==> config.mk <==
export PLATFORM = sky130hd
export DESIGN_NAME = player_ctrl
export DESIGN_NICKNAME = d
export VERILOG_FILES = /design/src/rtl/maze_pkg.sv /design/src/rtl/pos_axis.sv /design/src/rtl/player_ctrl.sv
export SDC_FILE = /design/constraint.sdc
export NUM_CORES = 1
export LEC_CHECK = 0
export ABC_AREA = 0
export BUFFER_PORTS_ARGS = -buffer_cell sky130_fd_sc_hd__buf_2
export CAP_MARGIN = 25
export CELL_PAD_IN_SITES_DETAIL_PLACEMENT = 0
export CELL_PAD_IN_SITES_GLOBAL_PLACEMENT = 1
export CORE_ASPECT_RATIO = 0.7
export CORE_MARGIN = 2
export CORE_UTILIZATION = 47
export CTS_CLUSTER_DIAMETER = 100
export CTS_CLUSTER_SIZE = 14
export DETAILED_ROUTE_END_ITERATION = 12
export PLACE_DENSITY = 0.86
export SETUP_SLACK_MARGIN = 0.4
export SLEW_MARGIN = 15
export SYNTH_ARGS = -nofsm -noshare
export SYNTH_HDL_FRONTEND = slang
export SYNTH_HIERARCHICAL = 1
export SYNTH_SLANG_ARGS = --single-unit
==> constraint.sdc <==
create_clock -name clk -period 4.5 [get_ports clk]
set_clock_uncertainty 0.1 [all_clocks]
set_input_delay 0.225 -clock clk [delete_from_list [all_inputs] [get_ports clk]]
set_output_delay 0.225 -clock clk [all_outputs]
set_load 0.005 [all_outputs]
==> src/rtl/maze_pkg.sv <==
// ============================================================================
//  Module      : maze_pkg
//  Description : Shared types and constants for the maze game blocks.
//                Holds the player-controller state encoding, the screen
//                geometry and the default respawn / teleport coordinates.
//  Revision    : 1.0  initial release
// ============================================================================
`default_nettype none

package maze_pkg;

  // Player controller states, 2-bit explicit encoding
  typedef enum logic [1:0] {
    ST_PLAY = 2'd0,
    ST_DEAD = 2'd1,
    ST_WIN  = 2'd2,
    ST_OVER = 2'd3
  } state_t;

  localparam int SCREEN_W     = 640;
  localparam int SCREEN_H     = 480;

  localparam int START_X_DEF  = 8;
  localparam int START_Y_DEF  = 7;
  localparam int TP_DST_X_DEF = 424;
  localparam int TP_DST_Y_DEF = 97;

endpackage : maze_pkg

`default_nettype wire

==> src/rtl/pos_axis.sv <==
// ============================================================================
//  Module      : pos_axis
//  Description : One-axis step-and-clamp. Produces the next floor coordinate
//                of the player block from the current one.
//  Ports       : i_flr   current floor coordinate
//                i_inc   step toward the limit
//                i_dec   step toward zero (wins over i_inc)
//                i_limit largest legal floor coordinate
//                o_flr   next floor coordinate
//  Revision    : 1.0  initial release
// ============================================================================
`default_nettype none

module pos_axis #(
  parameter int STEP = 4
) (
  input  logic [9:0] i_flr,
  input  logic       i_inc,
  input  logic       i_dec,
  input  logic [9:0] i_limit,
  output logic [9:0] o_flr
);

  // Sum is formed in 11 bits so a step past 1023 cannot wrap below the limit
  logic [10:0] w_sum;
  assign w_sum = {1'b0, i_flr} + 11'(STEP);

  always_comb begin
    o_flr = i_flr;
    if (i_dec) begin
      o_flr = (i_flr < 10'(STEP)) ? 10'd0 : (i_flr - 10'(STEP));
    end else if (i_inc) begin
      o_flr = (w_sum > {1'b0, i_limit}) ? i_limit : w_sum[9:0];
    end
  end

endmodule : pos_axis

`default_nettype wire

==> src/rtl/player_ctrl.sv <==
// ============================================================================
//  Module      : player_ctrl
//  Description : Player-block controller. Holds the block position, steps it
//                on frame ticks and reacts to region flags (goal, lava,
//                teleport) with win, death/respawn, lives and game-over.
//  Ports       : clk, reset            clock, synchronous active-high reset
//                tick                  one-cycle frame pulse
//                up/down/left/right    held direction keys
//                restart               leaves WIN / OVER
//                startblk..goalblk     region flags for the current box
//                xFlr/xCeil/yFlr/yCeil bounding box (registered floors)
//                lives                 remaining lives
//                dead/won/game_over    state indicators
//  Revision    : 1.0  initial release
// ============================================================================
`default_nettype none

module player_ctrl
  import maze_pkg::*;
#(
  parameter int PLAYER_W   = 16,
  parameter int PLAYER_H   = 16,
  parameter int STEP       = 4,
  parameter int DEAD_CYC   = 25_000_000,
  parameter int START_X    = START_X_DEF,
  parameter int START_Y    = START_Y_DEF,
  parameter int TP_DST_X   = TP_DST_X_DEF,
  parameter int TP_DST_Y   = TP_DST_Y_DEF,
  parameter int LIVES_INIT = 3
) (
  input  logic       clk,
  input  logic       reset,
  input  logic       tick,
  input  logic       up,
  input  logic       down,
  input  logic       left,
  input  logic       right,
  input  logic       restart,
  input  logic       startblk,
  input  logic       tpblks,
  input  logic       lavablks,
  input  logic       goalblk,
  output logic [9:0] xFlr,
  output logic [9:0] xCeil,
  output logic [9:0] yFlr,
  output logic [9:0] yCeil,
  output logic [1:0] lives,
  output logic       dead,
  output logic       won,
  output logic       game_over
);

  localparam int              CNT_W    = (DEAD_CYC > 1) ? $clog2(DEAD_CYC) : 1;
  localparam logic [CNT_W-1:0] CNT_LAST = CNT_W'(DEAD_CYC - 1);
  localparam logic [9:0]      X_LIM    = 10'(SCREEN_W - PLAYER_W);
  localparam logic [9:0]      Y_LIM    = 10'(SCREEN_H - PLAYER_H);

  state_t           r_state, w_state_nxt;
  logic [9:0]       r_x, w_x_nxt, w_x_step;
  logic [9:0]       r_y, w_y_nxt, w_y_step;
  logic [1:0]       r_lives, w_lives_nxt;
  logic             r_armed, w_armed_nxt;
  logic [CNT_W-1:0] r_cnt, w_cnt_nxt;

  // The start region has no effect on this block
  logic w_unused_startblk;
  assign w_unused_startblk = startblk;

  // Only one axis moves per tick: vertical keys lock out horizontal ones
  logic w_x_en;
  assign w_x_en = ~(up | down);

  pos_axis #(.STEP(STEP)) u_axis_x (
    .i_flr   (r_x),
    .i_inc   (w_x_en & right & ~left),
    .i_dec   (w_x_en & left),
    .i_limit (X_LIM),
    .o_flr   (w_x_step)
  );

  pos_axis #(.STEP(STEP)) u_axis_y (
    .i_flr   (r_y),
    .i_inc   (down & ~up),
    .i_dec   (up),
    .i_limit (Y_LIM),
    .o_flr   (w_y_step)
  );

  // State register
  always_ff @(posedge clk) begin
    if (reset) begin
      r_state <= ST_PLAY;
      r_x     <= 10'(START_X);
      r_y     <= 10'(START_Y);
      r_lives <= 2'(LIVES_INIT);
      r_armed <= 1'b1;
      r_cnt   <= '0;
    end else begin
      r_state <= w_state_nxt;
      r_x     <= w_x_nxt;
      r_y     <= w_y_nxt;
      r_lives <= w_lives_nxt;
      r_armed <= w_armed_nxt;
      r_cnt   <= w_cnt_nxt;
    end
  end

  // Next-state and datapath
  always_comb begin
    w_state_nxt = r_state;
    w_x_nxt     = r_x;
    w_y_nxt     = r_y;
    w_lives_nxt = r_lives;
    w_armed_nxt = r_armed;
    w_cnt_nxt   = r_cnt;
    case (r_state)
      ST_PLAY: begin
        // Leaving the pad re-arms it; standing on it keeps it disarmed
        if (!tpblks) w_armed_nxt = 1'b1;
        if (goalblk) begin
          w_state_nxt = ST_WIN;
        end else if (lavablks) begin
          if (r_lives > 2'd1) begin
            w_lives_nxt = r_lives - 2'd1;
            w_state_nxt = ST_DEAD;
            w_cnt_nxt   = '0;
          end else begin
            w_lives_nxt = 2'd0;
            w_state_nxt = ST_OVER;
          end
        end else if (tpblks && r_armed) begin
          w_x_nxt     = 10'(TP_DST_X);
          w_y_nxt     = 10'(TP_DST_Y);
          w_armed_nxt = 1'b0;
        end else if (tick) begin
          w_x_nxt = w_x_step;
          w_y_nxt = w_y_step;
        end
      end
      ST_DEAD: begin
        if (r_cnt == CNT_LAST) begin
          w_x_nxt     = 10'(START_X);
          w_y_nxt     = 10'(START_Y);
          w_armed_nxt = 1'b1;
          w_cnt_nxt   = '0;
          w_state_nxt = ST_PLAY;
        end else begin
          w_cnt_nxt = r_cnt + 1'b1;
        end
      end
      default: begin // ST_WIN, ST_OVER
        if (restart) begin
          w_x_nxt     = 10'(START_X);
          w_y_nxt     = 10'(START_Y);
          w_lives_nxt = 2'(LIVES_INIT);
          w_armed_nxt = 1'b1;
          w_cnt_nxt   = '0;
          w_state_nxt = ST_PLAY;
        end
      end
    endcase
  end

  // Outputs depend only on registers
  always_comb begin
    dead      = (r_state == ST_DEAD);
    won       = (r_state == ST_WIN);
    game_over = (r_state == ST_OVER);
  end

  assign xFlr  = r_x;
  assign yFlr  = r_y;
  assign xCeil = r_x + 10'(PLAYER_W);
  assign yCeil = r_y + 10'(PLAYER_H);
  assign lives = r_lives;

endmodule : player_ctrl

`default_nettype wire

**Word level (Yosys, flattened, before mapping)**

Cells that the tools add are included.

- Register bits: 50
- Input bits: 12
- Output and inout bits: 45
- Logic and storage cells: 97

- $add $sub $neg: 8
- $lt $le $gt $ge: 5
- Equal/unequal tests: 13
- Multiplexer cells: 46
- Bitwise operators: 9
- Reduce and logical (&&, ||, !) cells: 10

Operators with widths:

| operator | count |
|---|---|
| $mux 10 | 20 |
| $mux 25 | 5 |
| $pmux 25 s2 | 1 |
| $pmux 10 s2 | 2 |
| $add 25x1->25 const B | 1 |
| $eq 25x25->1 const B | 1 |
| $add 10x3->11 const B | 2 |
| $add 10x5->10 const B | 2 |
| $lt 10x3->1 const B | 2 |
| $sub 10x3->10 const B | 2 |
| $mux 2 | 9 |
| $reduce_and 6->1 | 2 |
| $gt 11x10->1 const B | 1 |
| $gt 11x9->1 const B | 1 |
| $ne 2x2->1 const B | 4 |
| $pmux 2 s2 | 2 |
| $reduce_and 4->1 | 2 |
| $mux 1 | 6 |
| $ne 3x3->1 const B | 2 |
| $and 1x1->1 | 4 |
| $eq 2x2->1 const B | 2 |
| $ne 4x2->1 const B | 1 |
| $ne 4x3->1 const B | 1 |
| $not 1->1 | 4 |
| other kinds (12) | 12 |

**Depth between registers and ports, before layout**

Gate-level depths: netlist of the first run.

- Depth in word-level cells: 11
- Depth in mapped cells: 13

**Modules after synthesis**

The synthesis of the first run kept the hierarchy.

By module, submodules not included:

| module | instances | cells each | area an instance (µm²) | sequential area each (µm²) |
|---|---|---|---|---|
| player_ctrl | 1 | 338 | 2,817.7 | 1,001.0 |
| pos_axis (u_axis_y) | 1 | 163 | 1,081.0 | 0.0 |
| pos_axis (u_axis_x) | 1 | 153 | 993.5 | 0.0 |

**Worst setup path before layout of the first run**

OpenSTA, ideal clock, no wires.

- Kind: reg2reg
- Start point: register r_x[7] (netlist: xFlr[7])
- End point: register r_x[5] (netlist: xFlr[5])
- Arrival: 2.772 ns
- Required time: 4.278 ns
- Slack: 1.506 ns
- Cell stages (with the launch flop): 14
- Path through: dfxtp_1 -> clkbuf_1 -> and3_1 -> nand2b_1 -> xnor2_1 -> ha_1 -> a21oi_1 -> nand2_1 -> or4_1 -> buf_2 -> a211oi_1 -> a211oi_1 -> o21ai_0 -> mux2i_1

- Cells in the longest elaborated chain, start to end: 10
- Elaborated cells between the ends (all ways): 12
- Those cells by class: add/sub (1); order compare (2); mux (9)

RTL lines:

| element | line | source |
|---|---|---|
| from (decl) | player_ctrl.sv:59 | `logic [9:0] r_x, w_x_nxt, w_x_step;` |
| from (signal assigned) | player_ctrl.sv:93 | `r_x <= 10'(START_X);` |
| from (signal assigned) | player_ctrl.sv:100 | `r_x <= w_x_nxt;` |
| $add 10x3->11 | pos_axis.sv:26 | `assign w_sum = {1'b0, i_flr} + 11'(STEP);` |
| $gt 11x10->1 | pos_axis.sv:33 | `o_flr = (w_sum > {1'b0, i_limit}) ? i_limit : w_sum[9:0];` |
| $mux 10 | pos_axis.sv:33 |  |
| $mux 10 | pos_axis.sv:32 | `end else if (i_inc) begin` |
| $mux 10 (*) | pos_axis.sv:30 | `if (i_dec) begin` |
| named net w_x_step[5] | player_ctrl.sv:59 |  |
| $mux 10 (*) | player_ctrl.sv:135 | `end else if (tick) begin` |
| $mux 10 (*) | player_ctrl.sv:131 | `end else if (tpblks && r_armed) begin` |
| $mux 10 (*) | player_ctrl.sv:122 | `end else if (lavablks) begin` |
| $mux 10 (*) | player_ctrl.sv:120 | `if (goalblk) begin` |
| $pmux 10 s2 (*) | player_ctrl.sv:116 | `case (r_state)` |

Mark *: on every way through the listed nets, which the timed path passes. The rest lies on a longest branch. The select of a mux whose other input is x is not followed.
A chain may end at the register's enable or synchronous reset.

**Worst setup path in the final report of the first run**

- Start point: register r_x[2] (netlist: xFlr[2])
- End point: register r_x[7] (netlist: xFlr[7])

Same word-level chain as after synthesis.

==> results of run 1 <==
## layout by cell type, fill, tap and decap left out, types with 11 or more instances in the layout
| master | n |
|---|---|
| buf_2 | 55 |
| dfxtp_1 | 50 |
| nand2_1 | 49 |
| nor2_1 | 48 |
| inv_1 | 38 |
| conb_1 | 37 |
| nand3_1 | 36 |
| o21ai_0 | 32 |
| a21oi_1 | 28 |
| ha_1 | 27 |
| nor3_1 | 24 |
| nand4_1 | 23 |
| mux2i_1 | 21 |
| xnor2_1 | 18 |
| a211oi_1 | 17 |
| nand2b_1 | 16 |
| and3_1 | 14 |
| xor2_1 | 13 |
| nor4_1 | 12 |
| or2b_1 | 11 |
| or4_1 | 11 |
## cell usage after synthesis (6+ instances only)
library cell,n
nand4_1,23
mux2i_1,21
o211ai_1,6
xor2_1,13
a211oi_1,17
buf_4,12
or3_1,8
dfxtp_1,50
inv_1,38
or2b_1,11
nand2b_1,16
o21ai_0,32
o21ai_1,8
buf_2,13
clkbuf_1,17
buf_6,6
nor2_1,48
xnor2_1,18
a21oi_1,28
or4_1,11
nor2b_1,7
a31oi_1,7
nand3_1,36
nor3_1,24
and3_1,14
nand2_1,49
nor4_1,12
ha_1,27
## where the power goes
group	internal [mW]	leakage (nW)	switching, mW
registers	0.453	0.404	0.0250
logic	0.108	1.77	0.184
clock network	0.263	0.0771	0.177
## cells by family after synthesis
group	count (synthesis)	synth area share, %
AND/OR/NAND/NOR	298	34.8
AO/OA/AOI/OAI	138	19.0
buffers and inverters	87	8.85
flip-flops	50	20.5
XOR/XNOR	31	5.55
adder cells (fa/ha/maj)	27	6.91
multiplexers	21	4.30
other	2	0.154
## final timing paths
path	cells past startpoint	slack (ps)	to
max	12	800	xFlr[7]
min	3	110	lives[1]
max reg2reg	12	800	xFlr[7]
min reg2reg	2	410	r_armed
## layout make-up
class / count / area [um2] / area share (%)
clock buffers: 6 / 129 / 2.38
clock inverters: 2 / 37.5 / 0.694
inverters: 39 / 146 / 2.71
multi-input cells: 552 / 3600 / 66.6
flip-flops and latches: 50 / 1000 / 18.5
well taps: 132 / 165 / 3.05
repair buffers: 62 / 328 / 6.06
## sequential cells by signal, indices dropped and copies added, names as in the netlist
name and count:
r_cnt 25, xFlr 10, yFlr 10, lives 2, r_state 2, r_armed 1
## critical path: stages (launching register included)
cell	delay (ps)
dfxtp_1	590
ha_1	260
and3_1	240
nand3_1	110
xnor2_1	220
ha_1	340
nand3_1	80
and3_1	200
o21ai_1	570
nand2_1	200
a311o_1	430
o21ai_0	160
mux2i_1	80
## stage by stage
stage | cell area (um2) | setup slack (ps) | std cells | total power, mW
2_1_floorplan | 5020 | 1510 | 689 | 0.705
3_3_place_gp | 5230 | 988 | 834 | 0.765
3_5_place_dp | 5230 | 856 | 834 | 0.773
4_1_cts | 5400 | 820 | 842 | 1.22
5_1_grt | 5410 | 527 | 843 | 1.27
6_report | 5410 | 805 | 843 | 1.21
## per-layer routing
layer | wire [um] | vias up | share of wire [%] | GRT usage (%)
met2 | 5940 | 154 | 44 | 39.2
met5 | 0 | - | 0 | 0
li1 | - | 2467 | - | -
met1 | 6690 | 2319 | 49 | 34.6
met3 | 738 | 18 | 5.5 | 3.05
met4 | 174 | 0 | 1.3 | 4.90
==> impl_results.md, run 1 <==
* Final Critical Period at 3700 ps
* Final hold violations at 0
* Yosys warns at 6
* Drt pass-1 iters at 5
* I/O pin total at 57
* Root Driver: clkbuf_16
* Hold Crit Class: in -> reg
* Final Max Slew Viols at 0
* Row Count at 31
* Synthesized area per cell at 7.48 um2
* Yosys top cell area share at 20.5%
* CTS tree: built
* Crit path DAT at 3770 ps
* Max H-tree Level at 2
* Worst path required time at 4570 ps
* Placer's final routability congestion estimate at 0.885
* CP max FO at 11
* Ys flop type: dfxtp_1
* Core box area at 0.0102 mm2
* Fmax at 271 MHz
* RR Startpoint: xFlr[2]
* Pwr dens at 224 mW/mm2
* Maximum buffer depth of the clock tree at 2
* Vias/cell at 5.88
* Worst hold start: restart
* Worst hold slack at 106 ps
* Total Die Area at 0.0113 mm2
* Largest net degree at the start of global routing at 54
* DP HPWL at 9800 um
* Total grt overflow at 0
* Worst skew pair latency at 290 ps
* CP endpoint kind: register
* Final core utilization at 52.8%
* Post-CTS sizing at 0
* TritonCTS Buffers at 5
* # nets final at 749
* Final Setup Violations at 0
* CTS clock-pin slew for the worst setup and hold paths at 70 ps
* Status: completed
* Starting Density at 47.8%
* Synth area leaders: dfxtp_1 (20%), ha_1 (6.9%), mux2i_1 (4.3%), nand2_1 (3.8%), nand3_1 (3.7%)
* Asr flop ratio synth at 0%
* Drt wl/cell at 16.1 um
* Initial antenna violation count at 0
* Distinct cells, synth at 74
* IO buf count at 55
* TNS Setup at 0 ps
* N_diodes at 0
* Critical path class: reg -> reg
* Starting DRT DRC Count at 477
* Area leader, netlist: dfxtp_1
* Pleak at 2.25 nW
* Synth Cell Area at 0.00489 mm2
* Post-CTS Setup Repair Bufs at 0
* Crit. Startpoint: xFlr[2]
* Cells after synthesis at 654
* EDFF count, synth at 0
* Slew @ Worst Pin at 1020 ps
* Worst slew margin at 32.0%
* Post-route DRC at 0
* Seq cells post-synth at 50
* Final Routed Wirelength at 13500 um
* CTS Hold Bufs at 0
* Final worst path period share at 82.1%
* VDD IR max at 0.000160 V
* First-pass GRT wire length at 22300 um
* Total global-route track usage at 24.1%
* Crit start category: register
* Die X at 126 um
* Die height at 89.4 um
* Sink Count at 50
* # Max-Cap Violations at 0
* Share of cells above drive strength 1 at 14.1%
* FILL cells at 1022
* Area grow syn2layout at 10.5%
* Unrepaired setup endpoints after global routing: no
* Post-detailed-route count of antenna-violating nets at 0
* Vias at 4958
* Vias in the first global route at 4435
* Sequential area share after synthesis at 20.5%
Note: power is estimated with default switching activity, not from simulation.
==> inputs of run 2 (changes only) <==
--- a/config.mk
+++ b/config.mk
@@ -12,11 +12,11 @@
 export CELL_PAD_IN_SITES_GLOBAL_PLACEMENT = 1
 export CORE_ASPECT_RATIO = 0.7
 export CORE_MARGIN = 2
-export CORE_UTILIZATION = 47
+export CORE_UTILIZATION = 40
 export CTS_CLUSTER_DIAMETER = 100
 export CTS_CLUSTER_SIZE = 14
 export DETAILED_ROUTE_END_ITERATION = 12
-export PLACE_DENSITY = 0.86
+export PLACE_DENSITY = 0.78
 export SETUP_SLACK_MARGIN = 0.4
 export SLEW_MARGIN = 15
 export SYNTH_ARGS = -nofsm -noshare
==> constraint.sdc (replaced) <==
create_clock -name clk -period 3.05 [get_ports clk]
set_clock_uncertainty 0.1 [all_clocks]
set_input_delay 0.1525 -clock clk [delete_from_list [all_inputs] [get_ports clk]]
set_output_delay 0.1525 -clock clk [all_outputs]
set_load 0.005 [all_outputs]
==> impl_results.md, run 2 (synthesis results as in run 1) <==
* Fmax at 365 MHz (was 271 MHz)
* Final Critical Period at 2740 ps (was 3700 ps)
* PnR Total Power at 1.87 mW (was 1.21 mW)
* Top reg by flops: r_cnt (unchanged)
* Critical Path Stages at 10 (was 12)
* Crit-path cells: ha_4 > xor2_1 > ha_1 > a211oi_2 > nor2_1 > or4_4 > a211oi_2 > a211oi_2 > o21ai_1 > mux2i_1 (was ha_1 > and3_1 > nand3_1 > xnor2_1 > ha_1 > nand3_1 > and3_1 > o21ai_1 > nand2_1 > a311o_1 > o21ai_0 > mux2i_1)
* Final Max Slew Viols at 0 (unchanged)
* Crit path DAT at 2810 ps (was 3770 ps)
* Buf/Inv on CP at 0 (unchanged)
* Largest stage delay on the critical path at 580 ps (was 590 ps)
* Total Die Area at 0.0131 mm2 (was 0.0113 mm2)
* TritonCTS Buffers at 5 (unchanged)
* Most frequent CP cell: a211oi_2
* CP endpoint kind: register (unchanged)
* Final Routed Wirelength at 15200 um (was 13500 um)
* Final hold violations at 0 (unchanged)
* Critical path class: reg -> reg (unchanged)
* CTS tree: built (unchanged)
* Die X at 136 um (was 126 um)
* Status: completed (unchanged)
* # Max-Cap Violations at 0 (unchanged)
* Slew @ Worst Pin at 787 ps (was 1020 ps)
* CP delay by family, top: simple AND/OR/NAND/NOR gates (was compound AO/OA/AOI/OAI gates)
* First-pass GRT wire length at 23900 um (was 22300 um)
* Post-route DRC at 0 (unchanged)
* Die height at 96.5 um (was 89.4 um)
* Starting Density at 41.4% (was 47.8%)
* Most frequent cells in the layout: buf_2 (55), buf_4 (50), nand2_1 (47), nor2_1 (46), dfxtp_1 (39) (was buf_2 (55), dfxtp_1 (50), nand2_1 (49), nor2_1 (48), inv_1 (38))
* Initial antenna violation count at 0 (unchanged)
* Core box area at 0.0118 mm2 (was 0.0102 mm2)
* Pleak at 2.63 nW (was 2.25 nW)
* Worst skew pair latency at 290 ps (about the same)
* Share of cells above drive strength 1 at 30.1% (was 14.1%)
* Final Setup Violations at 0 (unchanged)
* Max H-tree Level at 2 (unchanged)
* Unrepaired setup endpoints after global routing: yes (was no)
* Hold Crit Class: in -> reg (unchanged)
* Post-detailed-route count of antenna-violating nets at 0 (unchanged)
* Reg2Reg Depth at 10 (was 12)
* Vias/cell at 5.68 (was 5.88)
* Commonest non-fill, non-tap cell in the layout: buf_2 (unchanged)
* # nets final at 798 (was 749)
* Reg-to-reg slack, setup at 310 ps (was 800 ps)
* CTS clock-pin slew for the worst setup and hold paths at 70 ps (about the same)
* Worst path required time at 3110 ps (was 4570 ps)
* CP max stage cell: or4_4 (was dfxtp_1)
* Starting DRT DRC Count at 460 (was 477)
* CP max FO at 7 (was 11)
* Hold path cells at 3 (unchanged)
* Placer's final routability congestion estimate at 0.928 (was 0.885)
* N_diodes at 0 (unchanged)
* Vias at 5213 (was 4958)
* VDD IR max at 0.000254 V (was 0.000160 V)
* Crit start category: register (unchanged)
* Worst slew margin at 47.1% (was 32.0%)
* Area grow syn2layout at 31.9% (was 10.5%)
* Total grt overflow at 0 (unchanged)
* Final worst path period share at 89.9% (was 82.1%)
* Total global-route track usage at 22.8% (was 24.1%)
* CTS Hold Bufs at 0 (unchanged)
* Max FFs per register at 25 (unchanged)
* Sink Count at 50 (unchanged)
* Vias in the first global route at 4688 (was 4435)
* Row Count at 33 (was 31)
* FILL cells at 1118 (was 1022)
* I/O pin total at 57 (unchanged)
* Drt pass-1 iters at 5 (unchanged)
* IO buf count at 55 (unchanged)
* DP HPWL at 10600 um (was 9800 um)
* Drt wl/cell at 16.6 um (was 16.1 um)
* Root Driver: clkbuf_16 (unchanged)
* Largest net degree at the start of global routing at 44 (was 54)
* Pwr dens at 290 mW/mm2 (was 224 mW/mm2)
* Maximum buffer depth of the clock tree at 2 (unchanged)
* TNS Setup at 0 ps (unchanged)
==> run 2: changes by cell type in the layout (fill, tap and decap cells not counted), moves of 7 or more <==
| cell | change |
|---|---|
| ha_4 | +10 |
| a211oi_1 | -12 |
| buf_4 | +43 |
| and3_1 | -7 |
| a211oi_2 | +11 |
| ha_1 | -10 |
| xnor2_1 | -7 |
| dfxtp_1 | -11 |
| and3_4 | +7 |
==> run 2: tightest hold or removal path, stage by stage <==
cell and delay [ps]:
buf_2 90, a21oi_1 100, nand2_1 70
==> run 2: through the flow <==
stage / area, um2 / util (%) / setup WS [ps] / hold slack [ps] / std cells
2_1_floorplan: 5190 / - / 376 / 199 / 689
3_3_place_gp: 5560 / 47.0 / 106 / 344 / 882
3_5_place_dp: 5560 / 47.0 / 35.9 / 363 / 882
4_1_cts: 6050 / 51.3 / 281 / 50.3 / 910
5_1_grt: 6450 / 54.7 / 205 / 63.3 / 917
6_report: 6450 / 54.7 / 308 / 45.5 / 917
==> run 2: worst paths after layout <==
path | from | endpoint
setup / recovery | xFlr[3] | xFlr[5]
hold / removal | restart | lives[1]
setup reg to reg | xFlr[3] | xFlr[5]
hold reg to reg | lives[1] | lives[1]
==> run 2: timing repair <==
| item | in CTS | in global routing |
|---|---|---|
| pin swaps | 25 | 25 |
| gates resized for setup | 41 | 52 |
| cloned | 0 | 0 |
| setup buffers | 20 | 7 |
| setup endpoints to repair | 20 | 20 |
==> run 2: per-layer routing <==
metal	global-route usage, %	up-vias	wire [um]
met5	0	-	0
met4	5.12	0	199
met3	2.45	18	621
met2	36.8	152	6830
met1	32.8	2481	7530
li1	-	2562	-
==> run 2: area by class of cell <==
type / count / area [um2] / share of cell area (%)
repair buffers: 111 / 722 / 11.2
well taps: 157 / 196 / 3.04
clock inverters: 2 / 13.8 / 0.213
inverters: 39 / 149 / 2.31
multi-input cells: 552 / 4220 / 65.3
flip-flops and latches: 50 / 1030 / 16.0
clock buffers: 6 / 129 / 2.00
==> run 2: power breakdown <==
part	leakage, nW	total, mW	switching [mW]	internal [mW]
Combinational	2.15	0.609	0.355	0.253
Sequential	0.410	0.689	0.0236	0.665
Clock	0.0674	0.573	0.267	0.306
Total	2.63	1.87	0.646	1.22
==> inputs of run 3 (changes only) <==
--- a/config.mk
+++ b/config.mk
@@ -16,7 +16,7 @@
 export CTS_CLUSTER_DIAMETER = 100
 export CTS_CLUSTER_SIZE = 14
 export DETAILED_ROUTE_END_ITERATION = 12
-export PLACE_DENSITY = 0.78
+export PLACE_DENSITY = 0.87
 export SETUP_SLACK_MARGIN = 0.4
 export SLEW_MARGIN = 15
 export SYNTH_ARGS = -nofsm -noshare
==> impl_results.md, run 3 (synthesis results as in run 1) <==
* Placer's final routability congestion estimate at 0.911 (was 0.928)
* Total global-route track usage at 23.6% (was 22.8%)
* IO buf count at 55 (unchanged)
* Fmax at 357 MHz (was 365 MHz)
* Row Count at 33 (unchanged)
* Post-route DRC at 0 (unchanged)
* CP delay by family, top: simple AND/OR/NAND/NOR gates (unchanged)
* Vias at 5433 (was 5213)
* Pwr dens at 296 mW/mm2 (was 290 mW/mm2)
* Top reg by flops: r_cnt (unchanged)
* Area grow syn2layout at 33.4% (was 31.9%)
* I/O pin total at 57 (unchanged)
* First-pass GRT wire length at 24900 um (was 23900 um)
* Status: completed (unchanged)
* Critical path class: reg -> reg (unchanged)
* DP HPWL at 10700 um (was 10600 um)
* Final worst path period share at 91.8% (was 89.9%)
* Sink Count at 50 (unchanged)
* Largest net degree at the start of global routing at 33 (was 44)
* Root Driver: clkbuf_16 (unchanged)
* Final hold violations at 0 (unchanged)
* Vias in the first global route at 4978 (was 4688)
* Final Routed Wirelength at 16000 um (was 15200 um)
* Max H-tree Level at 2 (unchanged)
* Core box area at 0.0118 mm2 (unchanged)
* # nets final at 811 (was 798)
* Total Die Area at 0.0131 mm2 (unchanged)
* Starting DRT DRC Count at 522 (was 460)
* Share of cells above drive strength 1 at 31.8% (was 30.1%)
* Final Max Slew Viols at 0 (unchanged)
* Drt pass-1 iters at 6 (was 5)
* Final Critical Period at 2800 ps (was 2740 ps)
* # Max-Cap Violations at 0 (unchanged)
* Largest stage delay on the critical path at 630 ps (was 580 ps)
* Placed cell count at 882 (unchanged)
* Most frequent cells in the layout: buf_4 (62), buf_2 (55), nand2_1 (47), nor2_1 (46), dfxtp_1 (38) (was buf_2 (55), buf_4 (50), nand2_1 (47), nor2_1 (46), dfxtp_1 (39))
* Drt wl/cell at 17.2 um (was 16.6 um)
* Maximum buffer depth of the clock tree at 2 (unchanged)
* Commonest non-fill, non-tap cell in the layout: buf_4 (was buf_2)
* Worst skew pair latency at 300 ps (was 290 ps)
* Final Setup Violations at 0 (unchanged)
* Crit-path cells: ha_4 > and3_4 > xnor2_2 > ha_1 > nand4_1 > a21oi_2 > or4_4 > a211oi_4 > a211oi_2 > o21ai_1 > mux2i_1 (was ha_4 > xor2_1 > ha_1 > a211oi_2 > nor2_1 > or4_4 > a211oi_2 > a211oi_2 > o21ai_1 > mux2i_1)
* Worst hold slack at 19.8 ps (was 45.5 ps)
* Starting Density at 41.4% (unchanged)
* CTS tree: built (unchanged)
* Die X at 136 um (unchanged)
* Final std cells w/o fill at 930 (was 917)
* FILL cells at 1113 (was 1118)
* Crit start category: register (unchanged)
* CP max stage cell: or4_4 (unchanged)
* N_diodes at 0 (unchanged)
* VDD IR max at 0.000242 V (was 0.000254 V)
* Initial antenna violation count at 0 (unchanged)
* Pleak at 2.71 nW (was 2.63 nW)
* CP endpoint kind: register (unchanged)
* Buf/Inv on CP at 0 (unchanged)
* Hold Crit Class: in -> reg (unchanged)
* Max FFs per register at 25 (unchanged)
* Vias/cell at 5.84 (was 5.68)
* Worst slew margin at 48.8% (was 47.1%)
* CP max FO at 8 (was 7)
* Die height at 96.5 um (unchanged)
* Post-detailed-route count of antenna-violating nets at 0 (unchanged)
* Unrepaired setup endpoints after global routing: yes (unchanged)
* Worst path required time at 3110 ps (about the same)
* Crit path DAT at 2860 ps (was 2810 ps)
* TritonCTS Buffers at 5 (unchanged)
* Slew @ Worst Pin at 764 ps (was 787 ps)
* CTS clock-pin slew for the worst setup and hold paths at 70 ps (about the same)
* Total grt overflow at 0 (unchanged)
==> run 3: through the flow <==
step / area [um2] / utilization [%] / total power [mW] / worst slack (ps) / setup TNS, ps
floorplan: 5190 / - / 1.05 / 376 / 0
global placement: 5560 / 47.0 / 1.17 / 77.6 / 0
detailed placement: 5560 / 47.0 / 1.19 / -22.6 / -22.6
CTS: 6270 / 53.1 / 1.87 / 263 / 0
global route: 6530 / 55.3 / 2.02 / 167 / 0
finish: 6530 / 55.3 / 1.93 / 251 / 0
==> run 3: cell type report <==
cell class	count	area, um2	area share (%)
Multi-Input combinational cell	552	4170	64.0
Inverter	39	146	2.24
Clock inverter	2	15.0	0.230
Sequential cell	50	1040	15.9
Tap cell	157	196	3.01
Clock buffer	6	139	2.13
Timing Repair Buffer	124	820	12.6
==> run 3: metal layers <==
| layer | vias to the layer above | wire, um | GRT usage (%) |
|---|---|---|---|
| met3 | 24 | 1080 | 3.55 |
| li1 | 2589 | - | - |
| met1 | 2592 | 7160 | 32.7 |
| met2 | 228 | 7470 | 38.9 |
| met5 | - | 0 | 0 |
| met4 | 0 | 259 | 5.64 |
==> run 3: final timing paths <==
path	startpoint	end	slack (ps)	cells past startpoint
max	xFlr[2]	xFlr[5]	250	11
min	restart	lives[1]	20	3
max reg2reg	xFlr[2]	xFlr[5]	250	11
min reg2reg	r_armed	r_armed	400	2
==> run 3: power by group <==
group	internal [mW]	switching, mW
sequential	0.664	0.0215
clock	0.331	0.281
combinational	0.267	0.369
==> run 3: worst min-delay path, stage by stage <==
cell and delay [ps]:
buf_2 90, a21oi_1 90, nand2_1 60
==> run 3: what timing repair did <==
item | in CTS | in global routing
gates resized for setup | 64 | 32
endpoints found under the setup margin | 20 | 20
buffers inserted | 29 | 11
pin swaps | 37 | 32
hold buffers | 0 | 0
